===== src/rtl/pattern_inject.sv =====
// pattern_inject: queues CLCT injection requests and plays each one out as a
// synthetic 1/2-strip hit image on six registered layer buses.  Each image is
// the one the pattern finder would match at the requested key, with the
// requested pattern ID and all enabled layers hit.
module pattern_inject #(
  parameter int MXHS       = 160,
  parameter int MXHSB      = 8,
  parameter int MXLY       = 6,
  parameter int MXPIDB     = 4,
  parameter int FIFO_DEPTH = 4,
  parameter int GAP        = 2
) (
  input  logic              clock,
  input  logic              reset_n,
  input  logic              req_valid,
  output logic              req_ready,
  input  logic [MXPIDB-1:0] req_pid,
  input  logic [MXHSB-1:0]  req_key,
  input  logic [MXLY-1:0]   req_lymask,
  input  logic [3:0]        req_persist,
  output logic [MXHS-1:0]   ly0,
  output logic [MXHS-1:0]   ly1,
  output logic [MXHS-1:0]   ly2,
  output logic [MXHS-1:0]   ly3,
  output logic [MXHS-1:0]   ly4,
  output logic [MXHS-1:0]   ly5,
  output logic              inj_active,
  output logic [MXPIDB-1:0] inj_pid,
  output logic [MXHSB-1:0]  inj_key,
  output logic              fifo_full,
  output logic [15:0]       ninjected,
  output logic              err_badpid
);

  localparam int PTRW = $clog2(FIFO_DEPTH);
  localparam logic [MXHS-1:0] ONE_HS = {{(MXHS-1){1'b0}}, 1'b1};

  typedef enum logic [1:0] {S_IDLE, S_HOLD, S_GAP} state_t;

  // The pop that starts the next image already falls on the last zero cycle,
  // so the GAP state itself only covers GAP-1 cycles (none when GAP is 1).
  localparam state_t     GAP_ENTRY = (GAP >= 2) ? S_GAP : S_IDLE;
  localparam logic [7:0] GAP_LOAD  = 8'((GAP >= 2) ? GAP - 2 : 0);

  typedef struct packed {
    logic [MXPIDB-1:0] pid;
    logic [MXHSB-1:0]  key;
    logic [MXLY-1:0]   lymask;
    logic [3:0]        persist;
  } entry_t;

  entry_t          fifo_mem [FIFO_DEPTH];
  logic [PTRW-1:0] wr_ptr;
  logic [PTRW-1:0] rd_ptr;
  logic [PTRW:0]   count;
  logic            fifo_empty;
  logic            push;
  logic            pop;
  entry_t          head;

  state_t          state;
  state_t          state_next;
  logic [3:0]      hold_cnt;
  logic [3:0]      hold_next;
  logic [7:0]      gap_cnt;
  logic [7:0]      gap_next;
  logic            load_img;
  logic            clr_img;
  logic            set_err;
  logic            pid_ok;

  logic [23:0]     row;
  logic [MXHS-1:0] img   [MXLY];
  logic [MXHS-1:0] ly_q  [MXLY];

  // Per-layer signed offsets for each pattern ID, packed {ly5..ly0}.
  function automatic logic [23:0] pid_offsets(input logic [MXPIDB-1:0] pid);
    case (pid)
      4'd2:    pid_offsets = {4'hC, 4'hD, 4'hF, 4'h0, 4'h2, 4'h4};
      4'd3:    pid_offsets = {4'h4, 4'h3, 4'h1, 4'h0, 4'hE, 4'hC};
      4'd4:    pid_offsets = {4'hD, 4'hD, 4'hE, 4'h0, 4'h2, 4'h3};
      4'd5:    pid_offsets = {4'h3, 4'h3, 4'h2, 4'h0, 4'hE, 4'hD};
      4'd6:    pid_offsets = {4'hE, 4'hE, 4'hF, 4'h0, 4'h1, 4'h2};
      4'd7:    pid_offsets = {4'h2, 4'h2, 4'h1, 4'h0, 4'hF, 4'hE};
      4'd8:    pid_offsets = {4'hF, 4'hF, 4'hF, 4'h0, 4'h1, 4'h1};
      4'd9:    pid_offsets = {4'h1, 4'h1, 4'h1, 4'h0, 4'hF, 4'hF};
      default: pid_offsets = '0;
    endcase
  endfunction

  // One-hot hit for a layer; positions that fall off either end are dropped.
  function automatic logic [MXHS-1:0] layer_bit(input logic [MXHSB-1:0] key,
                                                input logic            enable,
                                                input logic [3:0]      off);
    logic [MXHSB:0] pos;
    pos = {1'b0, key} + {{(MXHSB-3){off[3]}}, off};
    if (enable && !pos[MXHSB] && (pos < (MXHSB+1)'(MXHS)))
      layer_bit = ONE_HS << pos[MXHSB-1:0];
    else
      layer_bit = '0;
  endfunction

  assign fifo_empty = (count == '0);
  assign fifo_full  = (count == (PTRW+1)'(FIFO_DEPTH));
  assign req_ready  = !fifo_full;
  assign push       = req_valid && !fifo_full;
  assign head       = fifo_mem[rd_ptr];
  assign pid_ok     = (head.pid >= 4'd2) && (head.pid <= 4'd10);

  // Request storage; contents need no reset because occupancy guards reads.
  always_ff @(posedge clock) begin
    if (push)
      fifo_mem[wr_ptr] <= '{pid: req_pid, key: req_key, lymask: req_lymask, persist: req_persist};
  end

  // FIFO pointers and occupancy, flushed by reset.
  always_ff @(posedge clock or negedge reset_n) begin
    if (!reset_n) begin
      wr_ptr <= '0;
      rd_ptr <= '0;
      count  <= '0;
    end else begin
      if (push) wr_ptr <= wr_ptr + 1'b1;
      if (pop)  rd_ptr <= rd_ptr + 1'b1;
      case ({push, pop})
        2'b10:   count <= count + 1'b1;
        2'b01:   count <= count - 1'b1;
        default: count <= count;
      endcase
    end
  end

  // Image for the request at the head of the FIFO, ready to be registered.
  always_comb begin
    row = pid_offsets(head.pid);
    for (int n = 0; n < MXLY; n++)
      img[n] = layer_bit(head.key, head.lymask[n], row[n*4 +: 4]);
  end

  // FSM state and counters.
  always_ff @(posedge clock or negedge reset_n) begin
    if (!reset_n) begin
      state    <= S_IDLE;
      hold_cnt <= '0;
      gap_cnt  <= '0;
    end else begin
      state    <= state_next;
      hold_cnt <= hold_next;
      gap_cnt  <= gap_next;
    end
  end

  // Next-state logic: pop in IDLE, hold for persist+1 cycles, then idle gap.
  always_comb begin
    state_next = state;
    hold_next  = hold_cnt;
    gap_next   = gap_cnt;
    pop        = 1'b0;
    load_img   = 1'b0;
    clr_img    = 1'b0;
    set_err    = 1'b0;
    case (state)
      S_IDLE: begin
        if (!fifo_empty) begin
          pop = 1'b1;
          if (pid_ok) begin
            load_img   = 1'b1;
            hold_next  = head.persist;
            state_next = S_HOLD;
          end else begin
            set_err    = 1'b1;
            gap_next   = GAP_LOAD;
            state_next = GAP_ENTRY;
          end
        end
      end
      S_HOLD: begin
        if (hold_cnt == 4'd0) begin
          clr_img    = 1'b1;
          gap_next   = GAP_LOAD;
          state_next = GAP_ENTRY;
        end else begin
          hold_next = hold_cnt - 4'd1;
        end
      end
      S_GAP: begin
        if (gap_cnt == 8'd0)
          state_next = S_IDLE;
        else
          gap_next = gap_cnt - 8'd1;
      end
      default: state_next = S_IDLE;
    endcase
  end

  // Registered outputs: load on a valid pop, clear and count at end of hold.
  always_ff @(posedge clock or negedge reset_n) begin
    if (!reset_n) begin
      for (int n = 0; n < MXLY; n++) ly_q[n] <= '0;
      inj_active <= 1'b0;
      inj_pid    <= '0;
      inj_key    <= '0;
      ninjected  <= '0;
      err_badpid <= 1'b0;
    end else begin
      if (load_img) begin
        for (int n = 0; n < MXLY; n++) ly_q[n] <= img[n];
        inj_active <= 1'b1;
        inj_pid    <= head.pid;
        inj_key    <= head.key;
      end else if (clr_img) begin
        for (int n = 0; n < MXLY; n++) ly_q[n] <= '0;
        inj_active <= 1'b0;
        inj_pid    <= '0;
        inj_key    <= '0;
        if (ninjected != 16'hFFFF) ninjected <= ninjected + 16'd1;
      end
      if (set_err) err_badpid <= 1'b1;
    end
  end

  assign ly0 = ly_q[0];
  assign ly1 = ly_q[1];
  assign ly2 = ly_q[2];
  assign ly3 = ly_q[3];
  assign ly4 = ly_q[4];
  assign ly5 = ly_q[5];

endmodule


===== config.mk =====
export PLATFORM = sky130hd
export DESIGN_NAME = pattern_inject
export DESIGN_NICKNAME = d
export VERILOG_FILES = /design/src/rtl/pattern_inject.sv
export SDC_FILE = /design/constraint.sdc
export NUM_CORES = 2
export LEC_CHECK = 0
export CAP_MARGIN = 0
export CORE_AREA = 2 2 392 394
export DETAILED_ROUTE_END_ITERATION = 10
export DIE_AREA = 0 0 394 396
export GPL_TIMING_DRIVEN = 0
export PLACE_DENSITY = 0.59
export SLEW_MARGIN = 25
export SYNTH_ARGS = -nofsm -noshare
export SYNTH_HDL_FRONTEND = slang
export SYNTH_SLANG_ARGS = --single-unit

===== constraint.sdc =====
create_clock -name clock -period 5.5 [get_ports clock]
set_input_delay 0.825 -clock clock [delete_from_list [all_inputs] [get_ports clock]]
set_output_delay 0.825 -clock clock [all_outputs]
set_load 0.02 [all_outputs]

# Word-level counts from Yosys, hierarchy flattened
# Memory sizes are Yosys's and may differ from the RTL's.
# Cells that the tools add are included.
[op_classes]
muxes = 41
eq_ne = 13
bitwise = 1
n_shift = 6
n_reduce_logical = 33
add_sub_neg = 13
order_cmp = 8
[op_table]
columns = ["cell", "count"]
rows = [
  ["$mux 960", 2],
  ["$mux 160", 6],
  ["$shl 1x8->160 const A", 6],
  ["$lt 9x8->1 const B", 6],
  ["$mux 8", 6],
  ["$add 8x9->9", 5],
  ["$pmux 8 s3", 1],
  ["$mux 4", 5],
  ["$add 16x1->16 const B", 1],
  ["$ne 16x16->1 const B", 1],
  ["$logic_and 1x1->1", 14],
  ["$mux 1", 14],
  ["$ne 2x2->1 const B", 7],
  ["$add 8x9->9 const B", 1],
  ["$logic_not 8->1", 1],
  ["$mux 2", 4],
  ["$pmux 4 s2", 1],
  ["$sub 8x1->8 const B", 1],
  ["$logic_not 1->1", 7],
  ["$pmux 2 s3", 1],
  ["$pmux 3 s2", 1],
  ["$reduce_and 3->1", 2],
  ["$reduce_bool 2->1", 3],
  ["$reduce_and 5->1", 1],
  ["15 further kinds", 18],
]
[totals]
ff_bits = 1011
wordCells = 134
out_inout_bits = 992
romBits = 320
mem_bits_rw = 88
in_bits = 25
memories = 2
[mem_list]
columns = ["memory", "depth", "word_bits", "read_ports", "rd_clocked_by_memory_dff", "wr", "line_no", "source"]
rows = [
  ["(name not given)", 16, 20, 1, 0, 0, "78", "case (pid)"],
  ["fifo_mem", 4, 22, 1, 0, 1, "52", "entry_t fifo_mem [FIFO_DEPTH];"],
]

# Depth between registers and ports, before layout
# An unclocked memory read counts as a cell.
[logic_depth]
depth_word = 8
mapped_depth = 18
mapped_depth_nobuf = 14

# Worst setup path before layout
# No wires, ideal clock.
[synth_path]
path_type = "register to register"
start = "reg rd_ptr[0]"
end = "reg ly_q (netlist bit ly3[120])"
slack_ns = 1.335
n_path_buf = 4
arrival_time_ns = 4.088
stages_incl_launch_ff = 16
synth_period_minus_slack_ns = 4.165
setup_ns = 0.077
required_time_ns = 5.423
cell_sequence = "dfrtp_1 buf_2 mux4_2 or3_1 clkbuf_1 nand3_1 inv_2 ha_1 clkbuf_1 or3b_2 and3_1 o311a_1 a21oi_1 clkbuf_1 nand4_1 o21ai_1"
[synth_between]
elab_chain_len = 8
elab_cells_between_ends = 17
cone_classes = "1 x add/sub; 3 x order compare; 1 x shift; 5 x mux; 5 x reduce/logical; 2 x memory"
[synth_rtl]
columns = ["element", "line_no", "source"]
rows = [
  ["start, declared", "54", "logic [PTRW-1:0] rd_ptr;"],
  ["start signal, assigned", "124", "if (pop) rd_ptr <= rd_ptr + 1'b1;"],
  ["$mem_v2 4x22 (*)", "--", ""],
  ["branches (longest 7 deep; another with $mem_v2 16x20)", "--", ""],
  ["end, declared", "74", "logic [MXHS-1:0] ly_q [MXLY];"],
]
# Every way passes the cells marked *.
# A chain may end at the register's enable or synchronous reset.

# Worst setup path in the final report
[layout_path]
start = "reg rd_ptr[0]"
end = "reg ly_q (netlist bit ly4[136])"
# Same word-level chain as after synthesis.

==> flow_summary.toml <==
[setup_path]
worst_path_max_delay_cell = "mux4_2"
critPathLaunchType = "register"
end_kind = "register"
critical_path_arrival_ns = 5.90
reg2reg_slack_ns = 0.22
path_depth = 18
reg2reg_to = "ly4[136]$_DFFE_PN0P_"
slowest_delay_ns = 0.57
r2r_cells = 18
r2r-start = "rd_ptr[0]$_DFFE_PN0P_"
crit_required_ns = 6.12
crit_fanout = 11
crit_chain = "buf_2 -> mux4_2 -> buf_2 -> inv_1 -> ha_1 -> inv_1 -> o21ai_0 -> ha_1 -> inv_1 -> fa_1 -> nor2b_1 -> o21ai_0 -> a211o_1 -> and4_1 -> o21ai_2 -> buf_2 -> clkbuf_2 -> o21ai_1"
cp_top_family = "buffers and inverters"
crit_type = "register to register"
timing.critical_path.buf_inv = 7

[synth]
ys.flop_type = "dfrtp_1"
yosysTopAreaCell = "dfrtp_1"
yosys_warnings = 0
synth-edff-count = 88
synth.most_common_cell = "dfrtp_1"
async_flop_share_pct = 92.0
synth_top_area_share_pct = 56.0
synthSimpleGateAreaFrac_pct = 15.2
synth.area.top_cells = "dfrtp_1, nand2_1, edfxtp_1, o21ai_0, o21ai_1"
synthAdderAreaFrac_pct = 1.29
ys_seq_area_share_pct = 61.9
synth_common_cells = "dfrtp_1, nand2_1, o21ai_0"
synth-compound-area-share_pct = 15.5
synth-xor-area-share_pct = 1.16
syn_avg_cell_area_um2 = 10.5
netlist_instances = 4305
syn_area_um2 = 45200
synth_mux_area_share_pct = 1.35
synth_cell_type_count = 73
ys_ff_latch = 1099
synth_nets = 4373
synth_top_family_by_area = "compound AO/OA/AOI/OAI gates"

[timing]
maxSlewHeadroom_pct = 22.5
final_hold_viol_count = 0
worst_pin_slew_ns = 1.15
timing.fmax_ghz = 0.189
period_needed_ns = 5.28
setup_viol = 0
slew_viol_final = 0
fin_crit_sh_pct = 96.0
rsz0062_at_grt = "true"
skew_ns = 0.0508

[global_routing]
gr-usage-all-layers_pct = 25.0
antenna_found_initial = 15
grt_max_degree = 134
grt_first_pass_wirelength_um = 287000
grt_pass1_vias = 39200
met2_usage_pct = 41.6
grt-ovfl-total = 0
met1_usage_pct = 30.2
met3_usage_pct = 6.87
top_usage_layer = "met2"

[floorplan]
initial_core_util_pct = 29.8
coreArea_um2 = 152000
num_rows = 143
ios = 1017
die-height_um = 396
die_area_um2 = 156000
die_w_um = 394

[cts]
clkTransAtPathRegs_ns = 0.06
cts_tree = "done"
cts_root_buffer = "clkbuf_16"
h-tree-depth = 3
numCtsBuffers = 120
cts_sinks = 1099
clk_path_buf_depth = 3
insertion_delay_ns = 0.77

[placed_design]
hpwl_um = 155000
port-buffer-count = 1016
gp_congestion = 0.932
place_area_um2 = 58200

[min_path]
holdPathStages = 1
min_to = "err_badpid$_DFFE_PN0P_"
hold_class = "register to register"
hold_start = "err_badpid$_DFFE_PN0P_"

[layout]
layout-drive-gt1-share_pct = 8.39
design_area_um2 = 62700
area_growth_pct = 38.8
nets = 5530

[routing]
postRouteAntennaNets = 0
finalWirelength_um = 200000
wire_per_inst_um = 26.3
firstDrtPassIters = 6
drt-initial-drc-count = 3232
num_vias = 39600
drc = 0
vias_per_cell = 5.21

[power]
vdd_drop_max_v = 0.000625
power_mw = 45.2
powerDensity_nw_per_um2 = 721
leakage_nw = 25.6

[job]
max_cap_viol_count = 0

[status]
outcome = "completed"
-- logic make-up (layout without fill, tap and decap cells) --
family          count (synthesis)  after routing
compound gates               1117           1117
xor+xnor                       58             58
fa+ha+maj                      43             43
buf+inv                       367           1626
flops                        1099           1099
mux                            34             34
other cells                     0              8
simple gates                 1587           1587
-- report_power, final --
| part | switching (mW) | leakage (nW) | internal, mW |
|---|---|---|---|
| registers | 0.345 | 14.9 | 8.79 |
| logic | 21.6 | 8.66 | 5.97 |
| clock network | 3.51 | 2.04 | 4.99 |
-- how the worst max path moves through the flow --
stage | startpoint | to
6_report | rd_ptr[0]$_DFFE_PN0P_ | ly4[136]$_DFFE_PN0P_
5_1_grt | rd_ptr[0]$_DFFE_PN0P_ | ly1[98]$_DFFE_PN0P_
4_1_cts | rd_ptr[0]$_DFFE_PN0P_ | ly3[54]$_DFFE_PN0P_
3_5_place_dp | rd_ptr[1]$_DFFE_PN0P_ | ly3[86]$_DFFE_PN0P_
3_3_place_gp | reset_n | ly0[45]$_DFFE_PN0P_
2_1_floorplan | rd_ptr[0]$_DFFE_PN0P_ | ly3[120]$_DFFE_PN0P_
-- worst reg2reg max path, stage by stage (launching register included) --
cell and delay [ns]:
dfrtp_1 0.31, buf_2 0.23, mux4_2 0.57, buf_2 0.22
inv_1 0.32, ha_1 0.19, inv_1 0.03, o21ai_0 0.42
ha_1 0.26, inv_1 0.06, fa_1 0.50, nor2b_1 0.15
o21ai_0 0.19, a211o_1 0.38, and4_1 0.28, o21ai_2 0.31
buf_2 0.35, clkbuf_2 0.30, o21ai_1 0.11
-- layer usage --
| metal | wire, um | share of wire, % |
|---|---|---|
| met1 | 78200 | 39 |
| met4 | 9560 | 4.8 |
| met5 | 0 | 0 |
| met2 | 95800 | 48 |
| met3 | 16700 | 8.3 |
-- area by class of cell --
type / instances / area [um^2]
well taps: 2030 / 2540
clock inverters: 42 / 614
fillers: 14800 / 88800
plain buffers: 327 / 1530
inverters: 38 / 146
repair buffers: 1037 / 10500
diodes: 8 / 20.0
multi-input cells: 2839 / 15900
clock buffers: 182 / 3560
flip-flops and latches: 1099 / 27900
-- registers in the layout, indices dropped and copies added, names as in the netlist --
signal / flops
rd_ptr: 2
inj_active: 1
fifo_mem: 88
inj_key: 8
ly1: 160
state: 2
gap_cnt: 8
ninjected: 16
ly2: 160
wr_ptr: 2
ly0: 160
ly4: 160
count: 3
inj_pid: 4
hold_cnt: 4
err_badpid: 1
ly5: 160
ly3: 160
-- per-stage QoR --
| step | setup TNS (ns) | cells | setup slack [ns] | hold WS, ns | utilization [%] |
|---|---|---|---|---|---|
| after detailed placement | -110.36 | 7361 | -0.910 | 0.455 | 38.4 |
| after CTS | 0 | 7587 | 0.000605 | 0.472 | 41.2 |
| final | 0 | 7602 | 0.220 | 0.476 | 41.4 |
| after floorplan | 0 | 4305 | 1.34 | 0.464 | - |
| after global placement | - | 7351 | -43.35 | 0.453 | 38.2 |
| after global routing | -0.0563 | 7598 | -0.0284 | 0.495 | 41.4 |
-- timing repair --
action | CTS | global route
hold endpoints to repair | 80 | 0
setup buffers | 2 | 8
resized for setup | 16 | 56
pin swaps | 1 | 4
cloned | 0 | 0
hold buffers | 1 | 0
endpoints found under the setup margin | 327 | 540
-- cells in the final DEF (no fill, tap or decap), types with 122 or more instances in the layout --
cell type | synthesis | final
clkdlybuf4s50_1 | 0 | 1015
dfrtp_1 | 1011 | 1011
nand2_1 | 926 | 924
o21ai_0 | 410 | 407
o21ai_1 | 278 | 277
nand3_1 | 247 | 246
clkbuf_1 | 168 | 181
nor2_1 | 168 | 167
a22o_1 | 152 | 152
clkbuf_16 | 0 | 122
Note: power is estimated with default switching activity, not from simulation.
